--- src/rtl/pool_tile_ctrl_pkg.sv ---
// Shared definitions for the pooling tile controller: FSM encoding and data geometry.
package pool_tile_ctrl_pkg;

  localparam int WORD_W     = 16;
  localparam int TILE_WORDS = 100;

  typedef enum logic [1:0] {
    ST_IDLE   = 2'd0,
    ST_LAUNCH = 2'd1,
    ST_RUN    = 2'd2,
    ST_DONE   = 2'd3
  } state_t;

endpackage

--- src/rtl/pool_tile_ctrl_addr_fifo.sv ---
// Small address FIFO between the pooling address generator and the memory read port.
module pool_addr_fifo
  import pool_tile_ctrl_pkg::*;
#(
  parameter int DEPTH = 4,
  parameter int W     = WORD_W,
  localparam int AW   = (DEPTH > 1) ? $clog2(DEPTH) : 1,
  localparam int CW   = $clog2(DEPTH + 1)
) (
  input  logic          clk,
  input  logic          rst,
  input  logic          push,
  input  logic          pop,
  input  logic [W-1:0]  din,
  output logic [W-1:0]  dout,
  output logic [CW-1:0] count,
  output logic          full,
  output logic          empty
);

  logic [W-1:0]  mem [DEPTH];
  logic [AW-1:0] wr_ptr;
  logic [AW-1:0] rd_ptr;
  logic          do_push;
  logic          do_pop;

  assign full    = (count == CW'(DEPTH));
  assign empty   = (count == '0);
  assign do_push = push && !full;
  assign do_pop  = pop && !empty;
  assign dout    = mem[rd_ptr];

  // Storage is reset too so the read port shows zero straight out of reset.
  always_ff @(posedge clk) begin
    if (rst) begin
      for (int i = 0; i < DEPTH; i++) mem[i] <= '0;
      wr_ptr <= '0;
      rd_ptr <= '0;
      count  <= '0;
    end else begin
      if (do_push) begin
        mem[wr_ptr] <= din;
        wr_ptr      <= (wr_ptr == AW'(DEPTH - 1)) ? '0 : wr_ptr + 1'b1;
      end
      if (do_pop) rd_ptr <= (rd_ptr == AW'(DEPTH - 1)) ? '0 : rd_ptr + 1'b1;
      case ({do_push, do_pop})
        2'b10:   count <= count + 1'b1;
        2'b01:   count <= count - 1'b1;
        default: count <= count;
      endcase
    end
  end

endmodule

--- src/rtl/pool_tile_ctrl.sv ---
// Sequences tiled max-pooling: drives the address generator, issues single-outstanding
// reads through a small address FIFO, and reduces each WIN-word window to its unsigned max.
module pool_tile_ctrl
  import pool_tile_ctrl_pkg::*;
#(
  parameter int WIN           = 4,
  parameter int OUTS_PER_TILE = TILE_WORDS / WIN,
  parameter int FIFO_DEPTH    = 4
) (
  input  logic              clk,
  input  logic              rst,
  input  logic              start,
  input  logic [7:0]        num_tiles,
  output logic              busy,
  output logic              done,
  output logic              ag_rst,
  output logic              ag_en,
  input  logic [WORD_W-1:0] ag_addr,
  input  logic              ag_valid,
  output logic              mem_req,
  output logic [WORD_W-1:0] mem_addr,
  input  logic              mem_gnt,
  input  logic [WORD_W-1:0] mem_rdata,
  input  logic              mem_rvalid,
  output logic [WORD_W-1:0] out_data,
  output logic              out_valid,
  input  logic              out_ready,
  output logic              error
);

  localparam int CW = $clog2(FIFO_DEPTH + 1);
  localparam logic [CW-1:0]     EN_LIM     = CW'(FIFO_DEPTH - 2);
  localparam logic [WORD_W-1:0] TILE_ADDRS = WORD_W'(WIN * OUTS_PER_TILE);
  localparam logic [WORD_W-1:0] LAST_OUT   = WORD_W'(OUTS_PER_TILE - 1);
  localparam logic [WORD_W-1:0] LAST_WORD  = WORD_W'(WIN - 1);

  state_t            state, state_nxt;
  logic [7:0]        num_q;
  logic [WORD_W-1:0] tile_cnt, addr_cnt, out_cnt, word_cnt;
  logic [WORD_W-1:0] acc, win_max;
  logic              outstanding, req_hold;

  logic [CW-1:0]     fifo_count;
  logic              fifo_full, fifo_empty, fifo_push, fifo_pop;

  logic accept, rd_ok, tile_end, job_end;

  assign fifo_push = ag_valid && (state == ST_RUN);
  assign fifo_pop  = mem_req && mem_gnt;
  assign accept    = out_valid && out_ready;
  assign rd_ok     = mem_rvalid && outstanding;
  assign tile_end  = accept && (out_cnt == LAST_OUT);
  assign job_end   = tile_end && ((tile_cnt + 16'd1) == {8'd0, num_q});
  assign win_max   = (word_cnt == '0 || mem_rdata > acc) ? mem_rdata : acc;

  pool_addr_fifo #(
    .DEPTH (FIFO_DEPTH),
    .W     (WORD_W)
  ) u_fifo (
    .clk   (clk),
    .rst   (rst),
    .push  (fifo_push),
    .pop   (fifo_pop),
    .din   (ag_addr),
    .dout  (mem_addr),
    .count (fifo_count),
    .full  (fifo_full),
    .empty (fifo_empty)
  );

  always_ff @(posedge clk) begin
    if (rst) state <= ST_IDLE;
    else     state <= state_nxt;
  end

  always_comb begin
    state_nxt = state;
    case (state)
      ST_IDLE:   if (start) state_nxt = (num_tiles == 8'd0) ? ST_DONE : ST_LAUNCH;
      ST_LAUNCH: state_nxt = ST_RUN;
      ST_RUN:    if (job_end) state_nxt = ST_DONE;
      ST_DONE:   state_nxt = ST_IDLE;
      default:   state_nxt = ST_IDLE;
    endcase
  end

  // A request that was not granted is held so address and strobe stay put until taken.
  always_comb begin
    busy    = 1'b0;
    done    = 1'b0;
    ag_rst  = 1'b0;
    ag_en   = 1'b0;
    mem_req = 1'b0;
    case (state)
      ST_LAUNCH: begin
        busy   = 1'b1;
        ag_rst = 1'b1;
      end
      ST_RUN: begin
        busy    = 1'b1;
        ag_en   = (fifo_count <= EN_LIM) && (addr_cnt < TILE_ADDRS);
        mem_req = req_hold ||
                  (!fifo_empty && (!outstanding || mem_rvalid) && (!out_valid || out_ready));
      end
      ST_DONE: done = 1'b1;
      default: ;
    endcase
  end

  always_ff @(posedge clk) begin
    if (rst) begin
      num_q       <= '0;
      tile_cnt    <= '0;
      addr_cnt    <= '0;
      out_cnt     <= '0;
      word_cnt    <= '0;
      acc         <= '0;
      outstanding <= 1'b0;
      req_hold    <= 1'b0;
      out_valid   <= 1'b0;
      out_data    <= '0;
      error       <= 1'b0;
    end else begin
      if (state == ST_IDLE && start) num_q <= num_tiles;

      if (state == ST_IDLE) begin
        tile_cnt <= '0;
        addr_cnt <= '0;
        out_cnt  <= '0;
      end else begin
        if (tile_end) begin
          tile_cnt <= tile_cnt + 16'd1;
          addr_cnt <= '0;
        end else if (fifo_push) begin
          addr_cnt <= addr_cnt + 16'd1;
        end
        if (accept) out_cnt <= (out_cnt == LAST_OUT) ? '0 : out_cnt + 16'd1;
      end

      if (mem_req && mem_gnt) outstanding <= 1'b1;
      else if (mem_rvalid)    outstanding <= 1'b0;
      req_hold <= mem_req && !mem_gnt;

      if ((mem_rvalid && !outstanding) || (ag_valid && fifo_full)) error <= 1'b1;

      if (rd_ok) begin
        acc      <= win_max;
        word_cnt <= (word_cnt == LAST_WORD) ? '0 : word_cnt + 16'd1;
      end

      if (rd_ok && word_cnt == LAST_WORD) begin
        out_valid <= 1'b1;
        out_data  <= win_max;
      end else if (accept) begin
        out_valid <= 1'b0;
      end
    end
  end

endmodule

--- config.mk ---
export PLATFORM = sky130hd
export DESIGN_NAME = pool_tile_ctrl
export DESIGN_NICKNAME = d
export VERILOG_FILES = /design/src/rtl/pool_tile_ctrl_pkg.sv /design/src/rtl/pool_tile_ctrl_addr_fifo.sv /design/src/rtl/pool_tile_ctrl.sv
export SDC_FILE = /design/constraint.sdc
export NUM_CORES = 1
export LEC_CHECK = 0
export BUFFER_PORTS_ARGS = -buffer_cell sky130_fd_sc_hd__buf_2
export CAP_MARGIN = 10
export CORE_UTILIZATION = 60
export DETAILED_ROUTE_END_ITERATION = 8
export MAX_ROUTING_LAYER = met4
export PLACE_DENSITY = 0.84
export SETUP_SLACK_MARGIN = 0.15
export SLEW_MARGIN = 20
export SYNTH_ARGS = -nofsm -noshare
export SYNTH_HDL_FRONTEND = slang
export SYNTH_SLANG_ARGS = --single-unit
--- constraint.sdc ---
create_clock -name clk -period 2.8 [get_ports clk]
set_clock_uncertainty 0.1 [all_clocks]
set_input_delay 0.28 -clock clk [delete_from_list [all_inputs] [get_ports clk]]
set_output_delay 0.28 -clock clk [all_outputs]
set_load 0.02 [all_outputs]
**Word-level counts from Yosys, hierarchy flattened**

Memory sizes are Yosys's and may differ from the RTL's. A register that Yosys moved wholly into a read port is not among the register bits.
Cells that the tools add are included.

- Output and inout port bits: 39
- Input port bits: 47
- Word-level logic and storage cells: 107
- Memories: 1
- Memory bits (writable): 64
- ROM bits: 0
- Flip-flop bits (word level): 117
- Latch bits: 0

Memories:

| memory | depth | width | rd ports | clocked after memory_dff | write ports | line | RTL |
|---|---|---|---|---|---|---|---|
| u_fifo.mem | 4 | 16 | 1 | 1 | 4 | pool_tile_ctrl_addr_fifo.sv:21 | `logic [W-1:0] mem [DEPTH];` |

- Bitwise logic cells: 0
- Shift operators: 0
- Div/mod/pow operators: 0
- Reduce and logical (&&, ||, !) cells: 38
- Add/sub/neg operators: 8
- Multipliers: 0
- Equality and inequality tests: 13
- Multiplexer cells: 29
- Order comparisons: 3

Operator list:

| operator | count |
|---|---|
| $add A16 B1 Y16 const B | 4 |
| $mux W16 | 4 |
| $eq A16 B2 Y1 const B | 1 |
| $eq A16 B5 Y1 const B | 1 |
| $eq A16 B8 Y1 | 1 |
| $gt A16 B16 Y1 | 1 |
| $logic_and A1 B1 Y1 | 16 |
| $logic_not A16 Y1 | 1 |
| $lt A16 B7 Y1 const B | 1 |
| $mux W2 | 8 |
| $reduce_or A16 Y1 | 1 |
| $mux W1 | 15 |
| $eq A2 B2 Y1 const B | 5 |
| $logic_not A8 Y1 | 1 |
| $pmux W2 S4 | 1 |
| $pmux W3 S2 | 1 |
| $reduce_bool A2 Y1 | 3 |
| $logic_not A1 Y1 | 5 |
| $logic_or A1 B1 Y1 | 5 |
| $add A2 B1 Y2 const B | 2 |
| $eq A2 B1 Y1 const B | 2 |
| $ne A2 B2 Y1 const B | 2 |
| $reduce_or A2 Y1 | 2 |
| $add A3 B1 Y3 const B | 1 |
| other kinds (7) | 7 |

**Depth between registers and ports, before layout**

- Depth after elaboration: 10
- Mapped depth: 11
- Mapped depth without buffers: 11

**Cells and area by module**

Synthesis repeated with hierarchy kept, for this count alone.

- Cell total of the unflattened synthesis: 879
- Area total of the unflattened synthesis: 8878.5 sq um

By module, submodules not included:

| module | sequential area each (sq um) | cells an instance | times used | area each (sq um) |
|---|---|---|---|---|
| pool_tile_ctrl | 2202.1 | 674 | 1 | 5626.6 |
| pool_addr_fifo | 2102.0 | 205 | 1 | 3251.9 |

**Worst setup path after synthesis**

No wires, ideal clock.

- Path type: register to register
- From: reg state[0]
- To: reg u_fifo.count[2]
- Slack: 0.136 ns
- Clock period less this slack: 2.664 ns
- Buffers on the path: 0
- Data arrival time: 2.494 ns
- Setup time: 0.070 ns
- Stages on the path, launching flop included: 12
- Data required time: 2.630 ns
- Cells stage by stage: dfxtp_1 > inv_1 > ha_1 > nor2b_1 > nand3_1 > inv_1 > ha_1 > inv_1 > fa_1 > xor2_1 > or3_1 > a21oi_1

- Word-level cells in the longest chain between the ends: 6
- Elaborated cells on any way between the ends: 10
- Classes of those cells: eq/ne: 3; mux: 2; reduce/logical: 5

Ends and longest elaborated chain:

| element | line | RTL |
|---|---|---|
| start: declaration | pool_tile_ctrl.sv:37 | `state_t state, state_nxt;` |
| start signal: assignment | pool_tile_ctrl.sv:73 | `else state <= state_nxt;` |
| $eq A2 B2 Y1 (*) | pool_tile_ctrl.sv:94 | `case (state)` |
| $mux W1 (*) | pool_tile_ctrl.sv:94 |  |
| net mem_req | pool_tile_ctrl.sv:20 | `output logic mem_req,` |
| $logic_and A1 B1 Y1 (*) | pool_tile_ctrl.sv:49 | `assign fifo_pop = mem_req && mem_gnt;` |
| $logic_and A1 B1 Y1 (*) | pool_tile_ctrl_addr_fifo.sv:30 | `assign do_pop = pop && !empty;` |
| $eq A2 B1 Y1 or $eq A2 B2 Y1 (tied branches) | pool_tile_ctrl_addr_fifo.sv:46 | `case ({do_push, do_pop})` |
| $pmux W3 S2 or $reduce_bool A2 Y1 (tied branches) | n/a |  |
| end signal: assignment | pool_tile_ctrl_addr_fifo.sv:47 | `2'b10: count <= count + 1'b1;` |
| end signal: assignment | pool_tile_ctrl_addr_fifo.sv:48 | `2'b01: count <= count - 1'b1;` |
| end signal: assignment | pool_tile_ctrl_addr_fifo.sv:49 | `default: count <= count;` |
| end: declaration | pool_tile_ctrl_addr_fifo.sv:16 | `output logic [CW-1:0] count,` |

Mark *: on every way through the listed nets, which the timed path passes. The rest lies on a longest branch.
A chain may end at the register's enable or synchronous reset.

**Worst setup path in the final report**

- From: reg u_fifo.count[0]
- To: reg u_fifo.count[2]

- Word-level cells in the longest chain between the ends: 10
- Elaborated cells on any way between the ends: 17
- Classes of those cells: add/sub: 2; eq/ne: 3; mux: 2; reduce/logical: 10

Ends and longest elaborated chain:

| element | line | RTL |
|---|---|---|
| $logic_not A3 Y1 | pool_tile_ctrl_addr_fifo.sv:28 | `assign empty = (count == '0);` |
| $logic_not A1 Y1 | pool_tile_ctrl_addr_fifo.sv:30, pool_tile_ctrl.sv:103 |  |
| $logic_and A1 B1 Y1 (2 in a row) | pool_tile_ctrl.sv:103 | `(!fifo_empty && (!outstanding \|\| mem_rvalid) && (!out_valid \|\| out_ready));` |
| $logic_or A1 B1 Y1 | pool_tile_ctrl.sv:102 | `mem_req = req_hold \|\|` |
| $mux W1 | pool_tile_ctrl.sv:94 |  |
| $logic_and A1 B1 Y1 | pool_tile_ctrl.sv:49 |  |
| $logic_and A1 B1 Y1 | pool_tile_ctrl_addr_fifo.sv:30 |  |
| $eq A2 B1 Y1 or $eq A2 B2 Y1 (tied branches) | pool_tile_ctrl_addr_fifo.sv:46 |  |
| $pmux W3 S2 or $reduce_bool A2 Y1 (tied branches) | n/a |  |

Parallel ways exist; a longest one is shown, timed or not.

==> impl_metrics.py <==
metrics = {
    "layout": {
        "design_area_um2": 10300,
        "syn_to_final_growth_pct": 14.5,
        "final_cell_count_no_fill": 1178,
        "drive_gt1_frac": 0.179,
        "antenna_cells": 0,
        "multi_input_area_um2": 4440,
        "nFillCells": 1047,
        "nets": 1058,
        "seq_area_um2": 4300,
    },
    "flow_run": {
        "cap_violations": 0,
    },
    "die": {
        "die_h_um": 125,
        "initial_core_util": 0.619,
        "core-area_um2": 14600,
        "die_x_um": 125,
        "die-area_um2": 15600,
        "io_pins": 86,
        "num_rows": 44,
    },
    "synthesis": {
        "netlist_area_um2": 9030,
        "synthFlopType": "dfxtp_1",
        "yosysTopAreaCell": "dfxtp_1",
        "synth_edf_count": 64,
        "ys_seq_area_frac": 0.476,
        "syn_inst": 898,
        "synth_area_leaders": "dfxtp_1, edfxtp_1, and2_1, ha_1, mux4_2",
        "syn_area_per_cell_um2": 10.1,
        "ys_seq_elements": 183,
        "synth_top_area_frac": 0.264,
        "synth_nets": 975,
        "async_flop_share": 0,
        "ys_types": 56,
        "ys_warn_count": 0,
    },
    "sta": {
        "grt_setup_unrepaired": "true",
        "fin_crit_sh": 0.911,
        "fin_setup_tns_ns": 0,
        "tightestPinTransition_ns": 0.799,
        "slew_headroom": 0.467,
        "setup_viol": 0,
        "drv_slew": 0,
        "min_period_ns": 2.55,
        "max_freq_ghz": 0.392,
        "hold_violations": 0,
    },
    "power_and_ir_drop": {
        "power_density_nw_per_um2": 543,
        "p_total_w": 0.00561,
        "ir_drop_v": 0.000430,
        "leakagePower_nw": 3.76,
    },
    "hold_path": {
        "hold_path_class": "primary input to flip-flop",
    },
    "critical_path": {
        "worstPathRequired_ns": 3.07,
        "critPathBufInv": 2,
        "cp_max_fo": 5,
        "cp.arrival_ns": 2.82,
        "start_kind": "flip-flop",
        "cp_top_family": "simple AND/OR/NAND/NOR gates",
        "slowest_delay_ns": 0.43,
        "end_kind": "flip-flop",
        "crit_chain": "or3_1 -> a31oi_1 -> nor2b_4 -> nand3_1 -> inv_1 -> ha_1 -> inv_1 -> fa_1 -> xor2_1 -> or3_1 -> a21oi_1",
        "crit_type": "flip-flop to flip-flop",
        "cp_slowest_cell": "dfxtp_1",
    },
    "placement": {
        "gp_congestion": 0.812,
        "port_buffers": 85,
        "dp.cells": 1140,
        "place_area_um2": 9650,
        "hpwl_um": 12500,
    },
    "detailed_routing": {
        "post_drt_wl_per_cell_um": 15.9,
        "drtPass1Iterations": 5,
        "ant_nets": 0,
        "routed_via_density": 5.77,
        "drcViolationCount": 0,
        "vias": 6798,
        "drt_iter0_drc": 460,
        "wirelength_um": 18800,
    },
    "grt": {
        "grt_pass1_vias": 6602,
        "grt_pass1_wl_um": 31400,
        "antenna_found_initial": 0,
        "gr-total-overflow": 0,
        "grt_start_max_net_pins": 33,
        "track_usage": 0.259,
    },
    "clocking": {
        "clock_sinks": 183,
        "cts-root-buf": "clkbuf_16",
        "cts_tree": "built",
        "path_clk_slew_ns": 0.07,
        "clk_latency_ns": 0.44,
        "max-clock-path-buffers": 2,
        "clock_tree.htree_level_count": 4,
        "cts_buffers": 17,
    },
    "run_status": {
        "status": "completed",
    },
}
[per-stage QoR]
stage,util,setup slack (ns),hold WS [ns]
2_1_floorplan,-,0.296,0.256
3_3_place_gp,0.661,0.219,0.363
3_5_place_dp,0.661,0.0619,0.368
4_1_cts,0.705,0.162,0.000709
5_1_grt,0.709,0.0637,0.00579
6_report,0.709,0.249,0.0106
[synthesized netlist by cell type, drive strengths merged, types with 11 or more instances]
master  instances
a311oi         13
inv            31
ha             29
and3           11
and2           67
xnor2          28
nand4          37
nor4           15
xor2           41
edfxtp         64
buf            17
o31ai          17
mux2i          20
nand2b         41
a21oi          36
nand3          36
nand2          58
clkbuf         31
nor2           93
dfxtp         119
mux4           16
[layout make-up]
class,count,area share
clock buffers,17,0.0411
well taps,184,0.0223
multi-input cells,635,0.430
clock inverters,15,0.0161
inverters,32,0.0117
repair buffers,112,0.0631
flip-flops and latches,183,0.416
[sequential cells by signal, indices dropped and copies added (netlist names), named ones only]
signal,cells
u_fifo.rd_ptr,2
out_cnt,16
u_fifo.count,3
error,1
acc,16
req_hold,1
out_valid,1
addr_cnt,16
tile_cnt,16
num_q,8
state,2
out_data,16
u_fifo.wr_ptr,2
word_cnt,16
outstanding,1
u_fifo.mem,64
[final timing paths]
kind | from | endpoint | slack (ns) | cells past startpoint
setup / recovery | u_fifo.count[0]$_SDFFE_PP0P_ | u_fifo.count[2]$_SDFFE_PP0P_ | 0.25 | 11
hold reg to reg | num_q[6]$_SDFFE_PP0P_ | num_q[6]$_SDFFE_PP0P_ | 0.38 | 2
hold / removal | num_tiles[7] | num_q[7]$_SDFFE_PP0P_ | 0.01 | 3
setup reg to reg | u_fifo.count[0]$_SDFFE_PP0P_ | u_fifo.count[2]$_SDFFE_PP0P_ | 0.25 | 11
[layer usage]
| metal | share of wire | wire length, µm | track usage | vias to the layer above |
|---|---|---|---|---|
| li1 | - | - | - | 3342 |
| met1 | 0.45 | 8530 | 0.332 | 3270 |
| met2 | 0.49 | 9150 | 0.420 | 161 |
| met3 | 0.044 | 830 | 0.0391 | 25 |
| met4 | 0.014 | 264 | 0.0865 | 0 |
| met5 | 0 | 0 | - | - |
[cell families after synthesis]
logic type,Yosys count,synth area share
and+or+nand+nor,402,0.240
DFF,183,0.476
AOI/OAI and AO/OA,96,0.0723
buffers and inverters,80,0.0359
xor gates and xnor gates,70,0.0694
muxes,37,0.0637
adders and majority gates,30,0.0424
[cell usage in the layout, fill, tap and decap left out, types with 16 or more instances in the layout]
cell type / netlist / layout
edfxtp_1: 64 / 64
nand3_1: 36 / 35
nor2_1: 93 / 93
nand2_1: 58 / 58
nand4_1: 36 / 36
dfxtp_1: 119 / 119
xnor2_1: 28 / 28
clkbuf_16: 0 / 17
inv_1: 31 / 31
and2_1: 67 / 67
xor2_1: 41 / 41
mux2i_1: 20 / 20
ha_1: 29 / 28
nand2b_1: 41 / 41
a21oi_1: 36 / 35
mux4_2: 16 / 16
buf_4: 1 / 21
o31ai_1: 16 / 16
buf_2: 16 / 85
[worst min-delay path: cells and delay by family]
kind / cells / cell delay, ns
buffers and inverters: 1 / 0.11
AND/OR/NAND/NOR: 1 / 0.06
AO/OA/AOI/OAI: 1 / 0.05
[what timing repair did]
item / in CTS / in global routing
gates cloned: 0 / 0
hold endpoints to repair: 5 / 0
gates resized for setup: 1 / 8
setup buffers: 0 / 1
hold buffers: 5 / 0
pin swaps: 0 / 1
setup endpoints to repair: 50 / 82
[power breakdown]
group          internal [W]  total [W]  switching, W
clock network       0.00134    0.00241       0.00107
registers           0.00279    0.00282     0.0000267
logic              0.000146   0.000380      0.000233
No activity file was read; power rests on OpenSTA's default activity.
